File: config.mk
export PLATFORM = sky130hd
export DESIGN_NAME = key_sequence_player_flat
export DESIGN_NICKNAME = d
export VERILOG_FILES = /design/src/rtl/key_sequence_player_pkg.sv /design/src/rtl/key_sequence_player_if.sv /design/src/rtl/key_sequence_player_gap_timer.sv /design/src/rtl/key_sequence_player.sv /design/src/flat_wrapper.sv
export SDC_FILE = /design/constraint.sdc
export NUM_CORES = 1
export LEC_CHECK = 0
export ABC_AREA = 1
export ABC_CLOCK_PERIOD_IN_PS = 1500
export CORE_ASPECT_RATIO = 0.8
export CORE_MARGIN = 3
export CORE_UTILIZATION = 45
export CTS_BUF_LIST = sky130_fd_sc_hd__clkbuf_16
export CTS_CLUSTER_DIAMETER = 150
export CTS_CLUSTER_SIZE = 40
export DETAILED_ROUTE_END_ITERATION = 8
export MAX_ROUTING_LAYER = met4
export PLACE_DENSITY = 0.69
export SLEW_MARGIN = 10
export SYNTH_ARGS = -nofsm -noshare
export SYNTH_HDL_FRONTEND = slang
export SYNTH_SLANG_ARGS = --single-unit
File: constraint.sdc
create_clock -name clk -period 1.5 [get_ports clk]
set_input_delay 0.225 -clock clk [delete_from_list [all_inputs] [get_ports clk]]
set_output_delay 0.225 -clock clk [all_outputs]
set_load 0.01 [all_outputs]
File: src/rtl/key_sequence_player_pkg.sv
// Shared lock definitions: key codes, player state encoding and a
// millisecond-to-cycle helper used to size timers.
package lock_pkg;

  localparam logic [3:0] KEY_0 = 4'b0001;
  localparam logic [3:0] KEY_1 = 4'b0010;
  localparam logic [3:0] KEY_2 = 4'b0100;
  localparam logic [3:0] KEY_3 = 4'b1000;

  typedef enum logic [1:0] {
    ST_IDLE,
    ST_PRESS,
    ST_GAP,
    ST_FINISH
  } player_state_t;

  function automatic int unsigned ms_to_cycles(input int unsigned clk_freq,
                                               input int unsigned ms);
    return (clk_freq / 1000) * ms;
  endfunction

endpackage

File: src/rtl/key_sequence_player_if.sv
// Control/pulse bundle between a sequence source and the key player.
//   master: drives start, key_seq (and abort when
//           KEY_SEQUENCE_PLAYER_ABORT_EN is defined)
//   slave : the player; drives busy, done, btn_pulse, is_a_key_pressed,
//           key_index
// key_seq carries the key code (one nibble per key, MS nibble first);
// "sequence" itself is a reserved word.
interface key_sequence_player_if #(
  parameter int num_keys = 4
);
  localparam int IDX_W = $clog2(num_keys + 1);

  logic                    start;
  logic [4*num_keys-1:0]   key_seq;
  logic                    busy;
  logic                    done;
  logic [3:0]              btn_pulse;
  logic                    is_a_key_pressed;
  logic [IDX_W-1:0]        key_index;
`ifdef KEY_SEQUENCE_PLAYER_ABORT_EN
  logic                    abort;

  modport master (output start, key_seq, abort,
                  input  busy, done, btn_pulse, is_a_key_pressed, key_index);
  modport slave  (input  start, key_seq, abort,
                  output busy, done, btn_pulse, is_a_key_pressed, key_index);
`else
  modport master (output start, key_seq,
                  input  busy, done, btn_pulse, is_a_key_pressed, key_index);
  modport slave  (input  start, key_seq,
                  output busy, done, btn_pulse, is_a_key_pressed, key_index);
`endif

endinterface

File: src/rtl/key_sequence_player_gap_timer.sv
// gap_timer: loadable down-counter with terminal-count flag.
//   clk, rst  : clock, synchronous active-high reset
//   load      : load load_val (wins over en)
//   en        : decrement while nonzero
//   tc        : count == 1, i.e. the last cycle of the loaded interval
module gap_timer #(
  parameter int W = 8
) (
  input  logic         clk,
  input  logic         rst,
  input  logic         load,
  input  logic [W-1:0] load_val,
  input  logic         en,
  output logic         tc
);

  logic [W-1:0] cnt;

  always_ff @(posedge clk) begin
    if (rst)                   cnt <= '0;
    else if (load)             cnt <= load_val;
    else if (en && cnt != '0)  cnt <= cnt - W'(1);
  end

  assign tc = (cnt == W'(1));

endmodule

File: src/rtl/key_sequence_player.sv
// key_sequence_player: replays a captured key code as one-hot style
// single-cycle btn_pulse strobes with a programmable inter-key gap.
//   clk, rst : clock, synchronous active-high reset
//   bus      : key_sequence_player_if.slave (start/key_seq in,
//              busy/done/btn_pulse/is_a_key_pressed/key_index out)
// Optional: KEY_SEQUENCE_PLAYER_ABORT_EN adds bus.abort, which ends
// playback early through FINISH (done still strobes once).
// Outputs are registered and computed on entry to a state, so a pulse
// is visible in the same cycle the FSM sits in PRESS.
module key_sequence_player
  import lock_pkg::*;
#(
  parameter int unsigned clk_freq = 125_000_000,
  parameter int unsigned gap_ms   = 10,
  parameter int          num_keys = 4
) (
  input logic                  clk,
  input logic                  rst,
  key_sequence_player_if.slave bus
);

  localparam int unsigned GAP_CYCLES = ms_to_cycles(clk_freq, gap_ms);
  localparam int          CNT_W      = $clog2(GAP_CYCLES + 1);
  localparam int          IDX_W      = $clog2(num_keys + 1);
  localparam int          SEQ_W      = 4 * num_keys;
  localparam logic [IDX_W-1:0] MAX_IDX = IDX_W'(num_keys);

  player_state_t    state;
  logic [SEQ_W-1:0] shreg;
  logic [IDX_W-1:0] key_idx;
  logic             busy_r, done_r, press_r;
  logic [3:0]       pulse_r;
  logic             gap_tc;
  logic             abort_req;
  logic [3:0]       next_nib;
  logic             nib_ok;

`ifdef KEY_SEQUENCE_PLAYER_ABORT_EN
  assign abort_req = bus.abort;
`else
  assign abort_req = 1'b0;
`endif

  // Nibble that the next PRESS will present: straight from the input on
  // capture, otherwise from the already-shifted register.
  assign next_nib = (state == ST_IDLE) ? bus.key_seq[SEQ_W-1 -: 4]
                                       : shreg[SEQ_W-1 -: 4];
  assign nib_ok   = (next_nib != 4'b0000) &&
                    ((state == ST_IDLE) || (key_idx < MAX_IDX));

  gap_timer #(.W(CNT_W)) u_gap (
    .clk      (clk),
    .rst      (rst),
    .load     (state == ST_PRESS && press_r),
    .load_val (CNT_W'(GAP_CYCLES)),
    .en       (state == ST_GAP),
    .tc       (gap_tc)
  );

  always_ff @(posedge clk) begin
    if (rst) begin
      state   <= ST_IDLE;
      shreg   <= '0;
      key_idx <= '0;
      busy_r  <= 1'b0;
      done_r  <= 1'b0;
      press_r <= 1'b0;
      pulse_r <= '0;
    end else begin
      done_r  <= 1'b0;
      press_r <= 1'b0;
      pulse_r <= '0;
      unique case (state)
        ST_IDLE: if (bus.start) begin
          shreg   <= bus.key_seq;
          key_idx <= '0;
          busy_r  <= 1'b1;
          state   <= ST_PRESS;
          if (nib_ok) begin
            pulse_r <= next_nib;
            press_r <= 1'b1;
          end
        end
        ST_PRESS: begin
          if (press_r) begin
            key_idx <= key_idx + IDX_W'(1);
            shreg   <= shreg << 4;
          end
          // No pulse this PRESS means zero nibble or key limit reached.
          if (abort_req || !press_r) begin
            state  <= ST_FINISH;
            busy_r <= 1'b0;
            done_r <= 1'b1;
          end else begin
            state  <= ST_GAP;
          end
        end
        ST_GAP: begin
          if (abort_req) begin
            state  <= ST_FINISH;
            busy_r <= 1'b0;
            done_r <= 1'b1;
          end else if (gap_tc) begin
            state <= ST_PRESS;
            if (nib_ok) begin
              pulse_r <= next_nib;
              press_r <= 1'b1;
            end
          end
        end
        ST_FINISH: state <= ST_IDLE;
        default:   state <= ST_IDLE;
      endcase
    end
  end

  assign bus.busy             = busy_r;
  assign bus.done             = done_r;
  assign bus.btn_pulse        = pulse_r;
  assign bus.is_a_key_pressed = press_r;
  assign bus.key_index        = key_idx;

endmodule

File: src/flat_wrapper.sv
// flat-port wrapper written by rule: the top's interface ports become plain ports
module key_sequence_player_flat import lock_pkg::*;
#(
  parameter int unsigned clk_freq = 125_000_000,
  parameter int unsigned gap_ms   = 10,
  parameter int          num_keys = 4
)
  (clk, rst, bus_start, bus_key_seq, bus_busy, bus_done, bus_btn_pulse, bus_is_a_key_pressed, bus_key_index);
  key_sequence_player_if #(.num_keys(num_keys)) bus_i ();
  input logic clk;
  input logic rst;
  input wire logic [$bits(bus_i.start)-1:0] bus_start;
  input wire logic [$bits(bus_i.key_seq)-1:0] bus_key_seq;
  output wire logic [$bits(bus_i.busy)-1:0] bus_busy;
  output wire logic [$bits(bus_i.done)-1:0] bus_done;
  output wire logic [$bits(bus_i.btn_pulse)-1:0] bus_btn_pulse;
  output wire logic [$bits(bus_i.is_a_key_pressed)-1:0] bus_is_a_key_pressed;
  output wire logic [$bits(bus_i.key_index)-1:0] bus_key_index;
  assign bus_i.start = bus_start;
  assign bus_i.key_seq = bus_key_seq;
  assign bus_busy = bus_i.busy;
  assign bus_done = bus_i.done;
  assign bus_btn_pulse = bus_i.btn_pulse;
  assign bus_is_a_key_pressed = bus_i.is_a_key_pressed;
  assign bus_key_index = bus_i.key_index;
  key_sequence_player #(.clk_freq(clk_freq), .gap_ms(gap_ms), .num_keys(num_keys)) u_core (.clk(clk), .rst(rst), .bus(bus_i));
endmodule
; ---- Word-level counts from Yosys, hierarchy flattened
; Index checks and enable logic that the tools add are counted.
[totals]
ff_bits = 49
latchBits = 0
ramBits = 0
mem_bits_ro = 0
inputBits = 19
wordCells = 60
memories = 0
[classes]
add_sub_neg = 2
mul = 0
div = 0
n_lt_le_gt_ge = 1
eq_ne = 8
shifts = 0
mux = 25
n_bitwise = 1
reduce_logical = 14
[op_table]
columns = op, n
row1 = 21-bit 2-to-1 mux, 2
row2 = 16-bit 2-to-1 mux, 2
row3 = 16-bit one-hot mux with 2 select lines, 1
row4 = "21-bit by 1-bit equality test with 1-bit output, second input constant", 1
row5 = 21-bit nonzero test, 1
row6 = "21-bit by 1-bit subtractor with 21-bit output, second input constant", 1
row7 = 4-bit 2-to-1 mux, 4
row8 = 2-bit one-hot mux with 4 select lines, 1
row9 = 4-bit one-hot mux with 2 select lines, 1
row10 = 1-bit 2-to-1 mux, 7
row11 = 3-bit 2-to-1 mux, 2
row12 = 3-bit one-hot mux with 2 select lines, 1
row13 = 3-bit AND reduction, 2
row14 = "2-bit equality test, second input constant", 2
row15 = 2-bit 2-to-1 mux, 2
row16 = "2-bit by 1-bit inequality test with 1-bit output, second input constant", 2
row17 = "2-bit inequality test, second input constant", 2
row18 = 1-bit one-hot mux with 2 select lines, 2
row19 = 2-bit nonzero test, 2
row20 = 4-bit nonzero test, 1
row21 = 2-bit OR reduction, 2
row22 = "3-bit by 1-bit adder with 3-bit output, second input constant", 1
row23 = 1-bit logical AND, 3
row24 = "3-bit < comparator, second input constant", 1
row25 = 5 further kinds, 5

; ---- Depth between registers and ports, before layout
; Gate-level depths: netlist (run 1).
[depth]
word_depth = 7
ltp_mapped = 11
mapped_depth_nobuf = 11

; ---- Modules after synthesis
; Synthesis (run 1) repeated with hierarchy kept, for this count alone.
[hier_totals]
cells_unflattened = 454
area_unflattened_um2 = 2854.0
[modules_own_cells]
columns = module, n_inst, cells_each, area_each_um2, seq_area_each_um2
row1 = gap_timer, 1, 267, 1595.3, 420.4
row2 = key_sequence_player, 1, 187, 1258.7, 560.5

; ---- Least setup slack after synthesis (run 1)
; OpenSTA, ideal clock, no wires.
[synth_path]
kind = register -> register
startpoint = reg u_core.u_gap.cnt[0]
endpoint = reg u_core.u_gap.cnt[12]
t_arrival_ps = 1397
path_slack_ps = -7
path_stages_with_launch = 12
path_buffers = 0
synth_period_minus_slack_ps = 1507
cell_sequence = dfxtp_1 inv_1 ha_1 nand2_1 nor2_1 nand2_1 inv_1 nand3_1 nand2_1 nand3_1 nand2_1 inv_1
[synth_via]
elab_chain_len = 3
[synth_lines]
columns = item, line
row1 = from (decl), key_sequence_player_gap_timer.sv:17  ; logic [W-1:0] cnt;
row2 = from (signal assigned), key_sequence_player_gap_timer.sv:21  ; else if (load) cnt <= load_val;
row3 = from (signal assigned), key_sequence_player_gap_timer.sv:22  ; else if (en && cnt != '0) cnt <= cnt - W'(1);
row4 = 21-bit by 1-bit subtractor with 21-bit output / 21-bit nonzero test (equally long branches), key_sequence_player_gap_timer.sv:22
row5 = 21-bit 2-to-1 mux / 1-bit logical AND (equally long branches), key_sequence_player_gap_timer.sv:22
row6 = 21-bit 2-to-1 mux / 2-bit nonzero test (equally long branches), --
; Several ways; a longest one is shown, not always the timed one. The select of a mux whose other input is x is not followed.
; A chain may end at the register's enable or synchronous reset.

; ---- Final worst setup path (run 1)
[layout_path]
startpoint = reg u_core.key_idx[0] (netlist: u_core.bus.key_index[0])
endpoint = out bus_key_index[0]
[layout_lines]
columns = item, line
row1 = from (decl), key_sequence_player.sv:30  ; logic [IDX_W-1:0] key_idx;
row2 = from (signal assigned), key_sequence_player.sv:86  ; key_idx <= key_idx + IDX_W'(1);
row3 = to (decl), flat_wrapper.sv:18  ; output wire logic [$bits(bus_i.key_index)-1:0] bus_key_index;
; No word-level cell between the ends.

==> results of run 1 <==
worst max-delay path by stage:
| stage | slack [ps] | start | end |
|---|---|---|---|
| 6_report | 50 | u_core.bus.key_index[0] | bus_key_index[0] |
| 5_1_grt | -60 | u_core.u_gap.cnt[2] | u_core.u_gap.cnt[7] |
| 4_1_cts | 0.3 | u_core.u_gap.cnt[7] | u_core.bus.btn_pulse[2] |
| 3_5_place_dp | -110 | bus_start | u_core.shreg[8] |
| 3_3_place_gp | -50 | bus_start | u_core.shreg[8] |
| 2_1_floorplan | 50 | u_core.u_gap.cnt[0] | u_core.u_gap.cnt[12] |
worst reg2reg max path, delay by kind of cell (launching register included):
family / cells / cell delay, ps
buf+inv: 3 / 310
fa+ha+maj: 1 / 140
simple gates: 7 / 620
flops: 1 / 330
kinds of logic (layout without fill, tap and decap cells):
group / after synthesis / after routing / synth area share
AOI/OAI and AO/OA: 60 / 60 / 0.1240
xor gates and xnor gates: 5 / 5 / 0.01663
adders and majority gates: 4 / 4 / 0.01900
buffers and inverters: 54 / 123 / 0.09264
DFF: 49 / 49 / 0.3724
and+or+nand+nor: 208 / 209 / 0.3753
state kept, by name, indices dropped and copies added, names as in the netlist:
register and count:
u_core.bus.done 1, u_core.u_gap.cnt 21, u_core.bus.key_index 3, u_core.shreg 16
u_core.bus.btn_pulse 4, u_core.bus.is_a_key_pressed 1, u_core.bus.busy 1, u_core.state 2
repair_timing:
action                                  4_1_cts  5_1_grt
endpoints found under the setup margin       14       41
buffers inserted                              0        7
gates resized for setup                       7       50
pin swaps                                     0       14
cloned                                        1        1
through the flow:
step / instance area (sq um) / setup WS, ps
after floorplan: 2636 / 46.47
after global placement: 3252 / -53.25
after detailed placement: 3252 / -108.8
after CTS: 3445 / 0.3300
after global routing: 3686 / -59.68
final: 3686 / 49.32
synthesized netlist by cell type, drive strengths merged, types with 6 or more instances:
cell    instances
a21oi          20
a31oi          13
buf             7
clkbuf          6
dfxtp          49
inv            41
nand2         112
nand3          25
nand4           9
nor2           52
o21ai          24
layout make-up:
type                    instances  area (sq um)  share of cell area
repair buffers                 73         659.4              0.1789
multi-input cells             278          1590              0.4314
flip-flops and latches         49         992.2              0.2692
clock inverters                 3         41.29             0.01120
inverters                      41         171.4             0.04650
clock buffers                   5         125.1             0.03394
repair inverters                1         8.758            0.002376
well taps                      78         97.59             0.02648
routing by layer:
metal	share of wire	vias up	global-route usage	routed length, um
li1	-	1368	-	-
met1	0.49	1231	0.2986	3569
met2	0.44	81	0.2964	3194
met3	0.056	9	0.03943	408
met4	0.0066	0	0.03679	48
met5	0	-	-	0
==> impl_metrics.toml, run 1 <==
[run_status]
status = "complete, no violations"

[timing]
max_freq_mhz = 689.3
whs_ps = 461.7
setup_tns_ps = 0
setup_viol = 0
rsz0062_at_grt = "true"
finalMaxSlewViolations = 0
max_slew_margin = 0.8224
worst_slew_pin_slew_ps = 263.7
layout_min_cycle_time_ps = 1451
timing.final.crit_share = 0.9671
hold_viol = 0
clock_skew_ps = 4.253

[synth]
yosysWarnings = 0
synth_area_leaders = "dfxtp_1 37%, nand2_1 15%, nor2_1 5.4%, inv_1 5.3%, nand3_1 4.0%"
synthFlopType = "dfxtp_1"
synthesis.nets = 403
synth_edf_count = 0
ys_async_sr_fraction = 0
yosys.area.top_type_share = 0.3724
syn_inst = 380
syn-cell-area_sq_um = 2634
synth_seq_cells = 49
yosysTopAreaCell = "dfxtp_1"
ys_seq_area_frac = 0.3724
syn_avg_cell_area_sq_um = 6.931
synth.distinct_cells = 33

[final_layout]
drive_gt1_frac = 0.2733
final_util = 0.6635
layout.cells.non_filler = 528
area_delta_synth_final_pct = 39.95
nFillCells = 461
final_common_cell = "nand2_1"
antenna_cells = 0
final_nets = 472
final_cell_mix = "99 x nand2_1, 41 x buf_4, 40 x dfxtp_1, 35 x inv_1, 32 x nor2_1"

[critical_path]
crit_buf_inv = 1
rr_worst_depth = 11
worstPathRequired_ps = 1270
critPathArrivalTime_ps = 1230
r2r-start = "u_core.u_gap.cnt[1]"
crit_slowest_cell = "clkdlybuf4s50_1"
max_stage_delay_ps = 570
ff2ff_setup_slack_ps = 50
crit_family = "buffers and inverters"
crit_type = "flop to output port"
critPathLaunchType = "flop"
worstReg2RegEnd = "u_core.u_gap.cnt[17]"
crit_path_max_fanout = 4
path_cells = "clkdlybuf4s50_1"
crit_path_end_kind = "output port"
cp.depth = 1

[routing]
wl_per_cell_um = 13.68
drtPass1Iterations = 5
drc = 0
wirelength_mm = 7.222
ant_nets = 0
drt-initial-drc-count = 165
viasPerCell = 5.093
via_count = 2689

[floorplanning]
die_h_um = 74.43
die_width_um = 91.54
initial_core_util = 0.4741
core_sq_um = 5555
ios = 29
die_area_sq_um = 6812
num_rows = 24

[cts]
cts_tree = "done"
cts-root-buf = "clkbuf_16"
ctsHtreeMaxLevel = 2
cts.sinks = 49
clk_latency_ps = 290
cts_hold_buf = 0
ctsLongestPathBuffers = 2
clkTransAtPathRegs_ps = 70
numCtsBuffers = 5

[grt]
grt-ovfl-total = 0
grt_start_max_net_pins = 25
antenna_found_initial = 0
track_usage = 0.2051
grt_pass1_vias = 2332
grt_pass1_wl_mm = 10.94

[job]
maxCapViolCount = 0

[worst_hold_path]
holdPathEnd = "u_core.bus.busy"
whs_path_depth = 2
min_path_type = "flop to flop"
worstHoldStart = "u_core.bus.busy"

[place]
dp.final_hpwl_mm = 4.927
dp_cells = 511
place.gp.congestion = 0.9275
port_buffers = 28
Power of run 1 is not shown: default switching activity piles up to over one toggle a cycle in this logic, so the estimate is an artifact.
==> inputs of run 2 (changes only) <==
--- a/config.mk
+++ b/config.mk
@@ -12,7 +12,6 @@
 export CORE_UTILIZATION = 45
 export CTS_BUF_LIST = sky130_fd_sc_hd__clkbuf_16
 export CTS_CLUSTER_DIAMETER = 150
-export CTS_CLUSTER_SIZE = 40
 export DETAILED_ROUTE_END_ITERATION = 8
 export MAX_ROUTING_LAYER = met4
 export PLACE_DENSITY = 0.69
==> results of run 2 <==
The final DEF is identical to that of run 1; final timing and power are the same.
Power of run 2 is left out for the same reason.
